===== src/rtl/lcd_pkg.sv =====
// Shared types and constants for the LCD FIFO sequencer: state encoding,
// special byte values and the HD44780 power-on init ROM.
package lcd_pkg;

    typedef enum logic [2:0] {
        StPowerup,
        StInitLoad,
        StIdle,
        StSetup,
        StPulse,
        StWait
    } lcd_state_e;

    localparam logic [7:0] ESC_BYTE  = 8'hFE;
    localparam logic [7:0] CMD_CLEAR = 8'h01;
    localparam logic [7:0] CMD_HOME  = 8'h02;

    localparam int unsigned INIT_LEN   = 5;
    localparam int unsigned INIT_IDX_W = 3;

    // 8-bit bus/2 lines, display on, clear, entry mode increment
    function automatic logic [7:0] init_rom(input logic [INIT_IDX_W-1:0] idx);
        logic [7:0] val;
        case (idx)
            3'd0:    val = 8'h38;
            3'd1:    val = 8'h38;
            3'd2:    val = 8'h0C;
            3'd3:    val = 8'h01;
            3'd4:    val = 8'h06;
            default: val = 8'h00;
        endcase
        return val;
    endfunction

    function automatic int unsigned max2(input int unsigned a, input int unsigned b);
        return (a > b) ? a : b;
    endfunction

endpackage


===== src/rtl/lcd_fifo_sequencer_if.sv =====
// FIFO read handshake plus the HD44780 parallel bus, grouped for the sequencer.
interface lcd_fifo_sequencer_if;
    logic [7:0] fifo_out;
    logic       fifo_empty;
    logic       fifo_out_read;
    logic [7:0] lcd_data;
    logic       lcd_rs;
    logic       lcd_rw;
    logic       lcd_e;

    modport master (
        input  fifo_out,
        input  fifo_empty,
        output fifo_out_read,
        output lcd_data,
        output lcd_rs,
        output lcd_rw,
        output lcd_e
    );

    modport slave (
        output fifo_out,
        output fifo_empty,
        input  fifo_out_read,
        input  lcd_data,
        input  lcd_rs,
        input  lcd_rw,
        input  lcd_e
    );
endinterface


===== src/rtl/lcd_write_strobe.sv =====
// Owns the single timing down-counter: the power-up delay, then per write
// SETUP / PULSE (lcd_e high) / WAIT (settle) with a done pulse on the last WAIT cycle.
module lcd_write_strobe
    import lcd_pkg::*;
#(
    parameter int unsigned POWERUP_CYCLES    = 2000000,
    parameter int unsigned EN_PULSE_CYCLES   = 25,
    parameter int unsigned CMD_WAIT_CYCLES   = 2500,
    parameter int unsigned CLEAR_WAIT_CYCLES = 100000
) (
    input  logic       clock,
    input  logic       reset,
    input  logic       start,
    input  logic [7:0] wr_data,
    input  logic       wr_rs,
    output logic       powerup_done,
    output logic       done,
    output logic [7:0] lcd_data,
    output logic       lcd_rs,
    output logic       lcd_e
);

    localparam int unsigned MAX_CYCLES =
        max2(max2(POWERUP_CYCLES, EN_PULSE_CYCLES), max2(CMD_WAIT_CYCLES, CLEAR_WAIT_CYCLES));
    localparam int unsigned CNT_W = $clog2(MAX_CYCLES) + 1;

    lcd_state_e       state_q;
    logic [CNT_W-1:0] cnt_q;
    logic [7:0]       lcd_data_q;
    logic             lcd_rs_q;
    logic             lcd_e_q;
    logic             cnt_zero;
    logic [CNT_W-1:0] wait_load;

    assign cnt_zero = (cnt_q == '0);

    // Clear and home need the long settle; judged on the byte already latched
    assign wait_load = (!lcd_rs_q && (lcd_data_q == CMD_CLEAR || lcd_data_q == CMD_HOME))
                     ? CNT_W'(CLEAR_WAIT_CYCLES - 1) : CNT_W'(CMD_WAIT_CYCLES - 1);

    always_ff @(posedge clock or posedge reset) begin
        if (reset) begin
            state_q    <= StPowerup;
            cnt_q      <= CNT_W'(POWERUP_CYCLES - 1);
            lcd_data_q <= 8'h00;
            lcd_rs_q   <= 1'b0;
            lcd_e_q    <= 1'b0;
        end else begin
            unique case (state_q)
                StPowerup: begin
                    if (cnt_zero) state_q <= StIdle;
                    else          cnt_q   <= cnt_q - CNT_W'(1);
                end
                StIdle: begin
                    if (start) begin
                        lcd_data_q <= wr_data;
                        lcd_rs_q   <= wr_rs;
                        state_q    <= StSetup;
                    end
                end
                StSetup: begin
                    state_q <= StPulse;
                    cnt_q   <= CNT_W'(EN_PULSE_CYCLES - 1);
                    lcd_e_q <= 1'b1;
                end
                StPulse: begin
                    if (cnt_zero) begin
                        lcd_e_q <= 1'b0;
                        state_q <= StWait;
                        cnt_q   <= wait_load;
                    end else begin
                        cnt_q <= cnt_q - CNT_W'(1);
                    end
                end
                StWait: begin
                    if (cnt_zero) state_q <= StIdle;
                    else          cnt_q   <= cnt_q - CNT_W'(1);
                end
                default: state_q <= StPowerup;
            endcase
        end
    end

    assign powerup_done = (state_q == StPowerup) && cnt_zero;
    assign done         = (state_q == StWait) && cnt_zero;
    assign lcd_data     = lcd_data_q;
    assign lcd_rs       = lcd_rs_q;
    assign lcd_e        = lcd_e_q;

endmodule


===== src/rtl/lcd_fifo_sequencer.sv =====
// Runs the HD44780 init ROM, then drains the byte FIFO into LCD writes;
// a 0xFE prefix turns the following byte into a command (RS=0).
module lcd_fifo_sequencer
    import lcd_pkg::*;
#(
    parameter int unsigned POWERUP_CYCLES    = 2000000,
    parameter int unsigned EN_PULSE_CYCLES   = 25,
    parameter int unsigned CMD_WAIT_CYCLES   = 2500,
    parameter int unsigned CLEAR_WAIT_CYCLES = 100000
) (
    input  logic                        clock,
    input  logic                        reset,
    lcd_fifo_sequencer_if.master        bus,
    output logic                        init_done,
    output logic                        busy
);

    // StSetup here covers the whole write; its sub-phases live in lcd_write_strobe
    lcd_state_e            state_q;
    logic [INIT_IDX_W-1:0] idx_q;
    logic                  esc_pending_q;
    logic                  init_done_q;
    logic                  read_q;

    logic       fifo_read;
    logic       esc_hit;
    logic       init_start;
    logic       start;
    logic [7:0] wr_data;
    logic       wr_rs;
    logic       powerup_done;
    logic       strobe_done;
    logic [7:0] strobe_data;
    logic       strobe_rs;
    logic       strobe_e;

    always_comb begin
        // read_q keeps reads apart so the FIFO head can advance between them
        fifo_read  = (state_q == StIdle) && init_done_q && !bus.fifo_empty && !read_q;
        esc_hit    = fifo_read && (bus.fifo_out == ESC_BYTE) && !esc_pending_q;
        init_start = (state_q == StInitLoad);
        start      = init_start || (fifo_read && !esc_hit);
        wr_data    = init_start ? init_rom(idx_q) : bus.fifo_out;
        wr_rs      = init_start ? 1'b0 : !esc_pending_q;
    end

    always_ff @(posedge clock or posedge reset) begin
        if (reset) begin
            state_q       <= StPowerup;
            idx_q         <= '0;
            esc_pending_q <= 1'b0;
            init_done_q   <= 1'b0;
            read_q        <= 1'b0;
        end else begin
            read_q <= fifo_read;
            unique case (state_q)
                StPowerup: begin
                    if (powerup_done) state_q <= StInitLoad;
                end
                StInitLoad: state_q <= StSetup;
                StIdle: begin
                    if (esc_hit) begin
                        esc_pending_q <= 1'b1;
                    end else if (fifo_read) begin
                        esc_pending_q <= 1'b0;
                        state_q       <= StSetup;
                    end
                end
                StSetup: begin
                    if (strobe_done) begin
                        if (init_done_q) begin
                            state_q <= StIdle;
                        end else if (idx_q == INIT_IDX_W'(INIT_LEN - 1)) begin
                            init_done_q <= 1'b1;
                            state_q     <= StIdle;
                        end else begin
                            idx_q   <= idx_q + INIT_IDX_W'(1);
                            state_q <= StInitLoad;
                        end
                    end
                end
                default: state_q <= StPowerup;
            endcase
        end
    end

    lcd_write_strobe #(
        .POWERUP_CYCLES    (POWERUP_CYCLES),
        .EN_PULSE_CYCLES   (EN_PULSE_CYCLES),
        .CMD_WAIT_CYCLES   (CMD_WAIT_CYCLES),
        .CLEAR_WAIT_CYCLES (CLEAR_WAIT_CYCLES)
    ) u_strobe (
        .clock        (clock),
        .reset        (reset),
        .start        (start),
        .wr_data      (wr_data),
        .wr_rs        (wr_rs),
        .powerup_done (powerup_done),
        .done         (strobe_done),
        .lcd_data     (strobe_data),
        .lcd_rs       (strobe_rs),
        .lcd_e        (strobe_e)
    );

    assign bus.fifo_out_read = fifo_read;
    assign bus.lcd_data      = strobe_data;
    assign bus.lcd_rs        = strobe_rs;
    assign bus.lcd_rw        = 1'b0;
    assign bus.lcd_e         = strobe_e;
    assign init_done         = init_done_q;
    assign busy              = (state_q != StIdle) || !init_done_q;

endmodule


===== src/flat_wrapper.sv =====
// flat-port wrapper written by rule: the top's interface ports become plain ports
module lcd_fifo_sequencer_flat import lcd_pkg::*;
#(
    parameter int unsigned POWERUP_CYCLES    = 2000000,
    parameter int unsigned EN_PULSE_CYCLES   = 25,
    parameter int unsigned CMD_WAIT_CYCLES   = 2500,
    parameter int unsigned CLEAR_WAIT_CYCLES = 100000
)
  (clock, reset, init_done, busy, bus_fifo_out, bus_fifo_empty, bus_fifo_out_read, bus_lcd_data, bus_lcd_rs, bus_lcd_rw, bus_lcd_e);
  lcd_fifo_sequencer_if bus_i ();
  input  logic clock;
  input  logic reset;
  output logic init_done;
  output logic busy;
  input wire logic [$bits(bus_i.fifo_out)-1:0] bus_fifo_out;
  input wire logic [$bits(bus_i.fifo_empty)-1:0] bus_fifo_empty;
  output wire logic [$bits(bus_i.fifo_out_read)-1:0] bus_fifo_out_read;
  output wire logic [$bits(bus_i.lcd_data)-1:0] bus_lcd_data;
  output wire logic [$bits(bus_i.lcd_rs)-1:0] bus_lcd_rs;
  output wire logic [$bits(bus_i.lcd_rw)-1:0] bus_lcd_rw;
  output wire logic [$bits(bus_i.lcd_e)-1:0] bus_lcd_e;
  assign bus_i.fifo_out = bus_fifo_out;
  assign bus_i.fifo_empty = bus_fifo_empty;
  assign bus_fifo_out_read = bus_i.fifo_out_read;
  assign bus_lcd_data = bus_i.lcd_data;
  assign bus_lcd_rs = bus_i.lcd_rs;
  assign bus_lcd_rw = bus_i.lcd_rw;
  assign bus_lcd_e = bus_i.lcd_e;
  lcd_fifo_sequencer #(.POWERUP_CYCLES(POWERUP_CYCLES), .EN_PULSE_CYCLES(EN_PULSE_CYCLES), .CMD_WAIT_CYCLES(CMD_WAIT_CYCLES), .CLEAR_WAIT_CYCLES(CLEAR_WAIT_CYCLES)) u_core (.clock(clock), .reset(reset), .bus(bus_i), .init_done(init_done), .busy(busy));
endmodule

===== config.mk =====
export PLATFORM = sky130hd
export DESIGN_NAME = lcd_fifo_sequencer_flat
export DESIGN_NICKNAME = d
export VERILOG_FILES = /design/src/rtl/lcd_pkg.sv /design/src/rtl/lcd_fifo_sequencer_if.sv /design/src/rtl/lcd_write_strobe.sv /design/src/rtl/lcd_fifo_sequencer.sv /design/src/flat_wrapper.sv
export SDC_FILE = /design/constraint.sdc
export NUM_CORES = 1
export LEC_CHECK = 0
export ABC_AREA = 1
export CORE_AREA = 5 5 72 90
export DETAILED_ROUTE_END_ITERATION = 6
export DIE_AREA = 0 0 77 95
export GPL_TIMING_DRIVEN = 0
export PLACE_DENSITY = 0.71
export SYNTH_ARGS = -nofsm -noshare
export SYNTH_HDL_FRONTEND = slang
export SYNTH_SLANG_ARGS = --single-unit

===== constraint.sdc =====
create_clock -name clock -period 3.65 [get_ports clock]
set_input_delay 0.73 -clock clock [delete_from_list [all_inputs] [get_ports clock]]
set_output_delay 0.73 -clock clock [all_outputs]
set_load 0.01 [all_outputs]

==> out/summary.txt, run 1 <==
Initial antenna violation count - 0
All-Layer GR Usage - 18.3%
Dominant cells by area after synthesis - dfrtp_1 (27%), nand2_1 (16%), dfstp_2 (13%)
Synth area leader - dfrtp_1
CP Cell Sequence - clkdlybuf4s50_1 > nor3_2 > clkdlybuf4s50_1
H-tree Lvls - 2
Place WS - 841 ps
Bufs on Longest Clock Path - 2
Cell Area, Synth - 2730 um^2
Num CTS Buffers - 5
RSZ-0062 raised after global routing - no
Post-synth EDFFs - 0
Yosys top cell area share - 27.5%
Final period util - 77.1%
Power, Total - 0.000897 W
Syn Nets - 407
Die width - 77 um
Top Ports - 25
Largest net degree at the start of global routing - 42
Setup bufs post-CTS - 0
WL final - 6150 um
Post-synthesis sequential area ratio - 40.0%
Final period demand of the worst path - 2810 ps
N_diodes - 0
Final setup fails - 0
Worst EP arrival - 2080 ps
Initial Util - 48.5%
IO Port Bufs - 23
MaxCap Viol Count - 0
DRC - 0
DRT iter0 DRCs - 149
Root Buffer - clkbuf_8
Pwr/cell area - 282 nW/um^2
Layout Nets - 438
Worst IR Drop VDD - 0.206 mV
CP max-delay cell - clkdlybuf4s50_1
Core footprint - 5620 um^2
Crit-path max FO - 5
Asr flop ratio synth - 100%
CTS tree - yes
Worst hold path class - reg2reg
Count leader, synth - nand2_1
Syn-to-layout area delta - 16.5%
Fin util - 56.6%
Synth unique cells - 33
Die Y - 95 um
Worst-Skew Late Latency - 300 ps
Crit end category - primary output
Cts hold-fix bufs - 0
CP Class - in2out
Synth top cells by count - nand2_1 (114), nor2_1 (53), inv_1 (52)
HPWL Detailed - 4830 um
Required @ worst endpoint - 2920 ps
Critical path launch point type - primary input
Overflow after GRT - 0
CTS Sinks - 43
Vias per cell - 5.11
FF+latch count, synth - 43
Die footprint - 7320 um^2
Share of cells above drive strength 1 - 10.6%
Setup TNS - 0 ps
CP max stage delay - 610 ps
Final Slew Violations - 0
FMAX - 355 MHz
Leak - 1.62 nW
DRT antenna net count - 0
Status - complete, no violations
# rows - 31
Area post-placement - 3060 um^2
Post_cts resized - 0
Cell count after synthesis - 385
YS warnings - 0
Syn Area/Cell - 7.09 um^2
Final hold violation count - 0
Final Cell Area - 3180 um^2
Reg clk slew, reported paths - 80 ps
Vias post-DR - 2,468
Gpl congestion - 0.853
Drt pass-1 iters - 4
Most used DFF post-synth - dfrtp_1
Setup Skew - 3.83 ps
WL per Instance - 12.7 um
Global-route wire length before repair - 10,900 um
Top cell by count, worst path - clkdlybuf4s50_1
Final worst setup slack - 837 ps
Number of global-route vias before repair - 2,478
==> final cells by class <==
cell class | count | area, um^2
fill | 534 | 2440
multi-input combinational | 285 | 1410
sequential | 43 | 1090
timing repair buffer | 24 | 250
inverter | 53 | 199
clock buffer | 6 | 82.6
tap | 66 | 82.6
clock inverter | 2 | 35.0
buffer | 4 | 28.8
==> cells in the final DEF (no fill, tap or decap), drive strengths merged, types with 2 or more instances in the layout <==
master         netlist  routed
dfrtp               30      30
nand2              118     118
a21oi               10      10
nand4                7       7
clkdlybuf4s50        0      23
buf                  4       5
ha                  11      11
o211ai               4       4
clkinv               1       2
clkbuf               0       6
nor2                62      62
xor2                 5       5
nor3                 5       5
o21ai               20      20
nand3               29      29
inv                 52      52
dfstp               13      13
o31ai                2       2
a22oi                3       3
==> layer usage <==
layer  GRT usage [%]  up-vias  part of all wire [%]
met5               0        -                     0
met4            7.74        0                   1.8
met3            3.44        8                   4.4
met2            34.3       53                    53
met1            20.1     1125                    41
li1                -     1282                     -
==> flip-flops by register name (all words and copies together) (netlist names) <==
signal	count
u_core.esc_pending_q	1
u_core.idx_q	3
u_core.init_done	1
u_core.read_q	1
u_core.state_q	2
u_core.u_strobe.cnt_q	22
u_core.u_strobe.lcd_data	8
u_core.u_strobe.lcd_e	1
u_core.u_strobe.lcd_rs	1
u_core.u_strobe.state_q	3
==> path summary, 6_finish.rpt <==
| check | startpoint | cells after the start | slack [ps] | to |
|---|---|---|---|---|
| setup / recovery | bus_fifo_empty | 3 | 840 | bus_fifo_out_read |
| hold / removal | u_core.read_q | 1 | 470 | u_core.read_q |
| setup reg to reg | u_core.state_q[0] | 10 | 1550 | u_core.u_strobe.lcd_data[4] |
| hold reg to reg | u_core.read_q | 1 | 470 | u_core.read_q |
| max in group asynchronous | reset | 3 | 2590 | u_core.u_strobe.cnt_q[18] |
| min in group asynchronous | reset | 2 | 600 | u_core.u_strobe.lcd_data[4] |
==> power by group <==
part           leakage (nW)  internal, W  switching, W
logic                  1.06    0.0000150     0.0000158
registers             0.499     0.000477   0.000000135
clock network        0.0612     0.000222      0.000167
==> metrics by stage <==
stage          hold WS [ps]  std cells
2_1_floorplan           442        385
3_3_place_gp            443        474
3_5_place_dp            456        475
4_1_cts                 469        483
5_1_grt                 495        483
6_report                465        483
==> critical path, delay by kind of cell <==
family,cells,cell delay [ps]
buffers and inverters,2,1020
and+or+nand+nor,1,340
==> cell families (layout without fill, tap and decap cells) <==
kind of cell    after synthesis  after routing  share of synthesized area (%)
flops                        43             43                           40.0
xor+xnor                      6              6                           1.92
compound gates               42             42                           8.80
fa+ha+maj                    11             11                           5.04
other cells                   1              1                          0.137
simple gates                225            225                           35.7
buf+inv                      57             89                           8.34
Power figures use the tool's default switching activity.
==> inputs of run 2 (changes only) <==
==> constraint.sdc (replaced) <==
create_clock -name clock -period 2.8 [get_ports clock]
set_input_delay 0.56 -clock clock [delete_from_list [all_inputs] [get_ports clock]]
set_output_delay 0.56 -clock clock [all_outputs]
set_load 0.01 [all_outputs]
==> results of run 2 <==
Same layout as run 1 (identical final DEF). Status: complete, no violations.
Among the figures that moved: setup slack after placement 841 ps -> 331 ps; setup slack after layout 837 ps -> 238 ps; hold slack 465 ps -> 428 ps; start point of the critical path bus_fifo_empty -> u_core.state_q[0]; register-to-register setup slack 1550 ps -> 700 ps; total power 0.000897 W -> 0.00117 W; worst IR drop on VDD 0.206 mV -> 0.269 mV
==> inputs of run 3 (changes only) <==
--- a/config.mk
+++ b/config.mk
@@ -6,11 +6,11 @@
 export NUM_CORES = 1
 export LEC_CHECK = 0
 export ABC_AREA = 1
-export CORE_AREA = 5 5 72 90
+export CORE_AREA = 5 5 70 87
 export DETAILED_ROUTE_END_ITERATION = 6
-export DIE_AREA = 0 0 77 95
-export GPL_TIMING_DRIVEN = 0
-export PLACE_DENSITY = 0.71
+export DIE_AREA = 0 0 75 92
+export DONT_BUFFER_PORTS = 1
+export PLACE_DENSITY = 0.68
 export SYNTH_ARGS = -nofsm -noshare
 export SYNTH_HDL_FRONTEND = slang
 export SYNTH_SLANG_ARGS = --single-unit
==> out/summary.txt, run 3 (synthesis results as in run 1) <==
Status - complete, no violations (unchanged)
Vias post-DR - 2,376 (was 2,468)
CP Class - reg2reg (was reg2out)
WL final - 6130 um (was 6150 um)
Global-route wire length before repair - 10,500 um (was 10,900 um)
DRC - 0 (unchanged)
Initial antenna violation count - 0 (unchanged)
Largest register by flop count - u_core.u_strobe.cnt_q (unchanged)
Final Cell Area - 2880 um^2 (was 3180 um^2)
Slew Limit Headroom - 55.5%
Pwr/cell area - 358 nW/um^2 (was 367 nW/um^2)
Setup TNS - 0 ps (unchanged)
Die footprint - 6900 um^2 (was 7320 um^2)
Inst Count DP - 445 (was 475)
Root Buffer - clkbuf_8 (unchanged)
Syn-to-layout area delta - 5.45% (was 16.5%)
Commonest non-fill, non-tap cell in the layout - nand2_1 (unchanged)
Critical path's top delay family - simple AND/OR/NAND/NOR gates (was buffers and inverters)
Setup bufs post-CTS - 0 (unchanged)
MaxCap Viol Count - 0 (unchanged)
Worst hold path class - in2async (unchanged)
FMAX - 464 MHz (was 390 MHz)
Post_cts resized - 0 (unchanged)
# rows - 29 (was 31)
Final worst setup slack - 643 ps (was 238 ps)
Final Slew Violations - 0 (unchanged)
Final setup fails - 0 (unchanged)
Bufs on Longest Clock Path - 2 (unchanged)
Layout Nets - 412 (was 438)
CP max stage delay - 410 ps (was 610 ps)
Gpl congestion - 0.908 (was 0.853)
Reg clk slew, reported paths - 80 ps (about the same)
Final hold violation count - 0 (unchanged)
Share of cells above drive strength 1 - 9.97% (was 10.6%)
Critical path launch point type - flip-flop (unchanged)
Largest net degree at the start of global routing - 22 (was 42)
Die width - 75 um (was 77 um)
Area post-placement - 2790 um^2 (was 3060 um^2)
HPWL Detailed - 4870 um (was 4830 um)
Worst IR Drop VDD - 0.244 mV (was 0.269 mV)
All-Layer GR Usage - 19.5% (was 18.3%)
Worst-Skew Late Latency - 290 ps (was 300 ps)
IO Port Bufs - 0 (was 23)
Initial Util - 53.4% (was 48.5%)
Num CTS Buffers - 5 (unchanged)
Drt pass-1 iters - 5 (was 4)
Buf+Inv Stages, Crit Path - 2 (unchanged)
Number of flip-flops in the largest register - 22 (unchanged)
Power, Total - 0.00103 W (was 0.00117 W)
Cts hold-fix bufs - 0 (unchanged)
RSZ-0062 raised after global routing - no (unchanged)
Die Y - 92 um (was 95 um)
DRT antenna net count - 0 (unchanged)
CTS Sinks - 43 (unchanged)
CTS tree - yes (unchanged)
Setup Skew - 2.60 ps (was 3.83 ps)
Leak - 1.49 nW (was 1.62 nW)
Final period demand of the worst path - 2160 ps (was 2560 ps)
Worst-Margin Slew - 663 ps
Top Ports - 25 (unchanged)
DRT iter0 DRCs - 173 (was 149)
CP max-delay cell - dfrtp_1 (was clkdlybuf4s50_1)
Place WS - 654 ps (was 331 ps)
Required @ worst endpoint - 3020 ps (was 2240 ps)
Layout Cells excl Fill - 453 (was 483)
Overflow after GRT - 0 (unchanged)
Vias per cell - 5.25 (was 5.11)
Core footprint - 5120 um^2 (was 5620 um^2)
CP Cell Sequence - inv_1 > ha_1 > nand2_1 > nor3_2 > o21ai_0 > nand2_1 > nand2_2 > inv_1 > nand3_1 > o21ai_0 (was inv_1 > ha_1 > nand2_1 > nor3_2 > clkdlybuf4s50_1)
WL per Instance - 13.5 um (was 12.7 um)
Worst Setup SP - u_core.state_q[0] (unchanged)
Worst EP arrival - 2380 ps (was 2000 ps)
H-tree Lvls - 2 (unchanged)
Crit end category - flip-flop (was primary output)
Most frequent cells in the layout - nand2_1 (114), nor2_1 (53), inv_1 (51), dfrtp_1 (30), nand3_1 (28) (unchanged)
Crit-path max FO - 11 (was 5)
N_diodes - 0 (unchanged)
Final period util - 77.0% (was 91.5%)
Worst R2R Start - u_core.state_q[0] (unchanged)
Number of global-route vias before repair - 2,332 (was 2,478)
==> run 3: worst paths after layout <==
| kind | end | slack [ps] | depth (start not counted) |
|---|---|---|---|
| min in group clock | u_core.read_q | 370 | 1 |
| max in group asynchronous | u_core.u_strobe.cnt_q[20] | 1990 | 2 |
| max | u_core.u_strobe.lcd_data[6] | 640 | 10 |
| min | u_core.u_strobe.lcd_data[5] | 160 | 1 |
| min reg2reg | u_core.read_q | 480 | 1 |
| max reg2reg | u_core.u_strobe.lcd_data[6] | 640 | 10 |
==> run 3: cell type report <==
cell class | instances | area [um^2]
Sequential cell | 43 | 1090
Timing Repair Buffer | 2 | 15.0
Fill cell | 505 | 2240
Clock inverter | 2 | 12.5
Multi-Input combinational cell | 285 | 1410
Inverter | 53 | 199
Clock buffer | 6 | 72.6
Tap cell | 62 | 77.6
==> run 3: stage by stage <==
| stage | utilization, % | hold slack (ps) |
|---|---|---|
| after floorplan | - | 442 |
| after global placement | 54.6 | 461 |
| after detailed placement | 54.6 | 459 |
| after CTS | 56.3 | 178 |
| after global routing | 56.3 | 198 |
| final | 56.3 | 157 |
==> run 3: where the power goes <==
part	switching, W	internal [W]
sequential	0.000000166	0.000622
combinational	0.0000178	0.00000558
clock	0.000212	0.000174
==> run 3: routing by layer <==
| metal | GRT usage, % | share of wire, % |
|---|---|---|
| met1 | 24.0 | 43 |
| met2 | 33.4 | 51 |
| met3 | 4.05 | 3.6 |
| met4 | 5.79 | 2.4 |
| met5 | 0 | 0 |
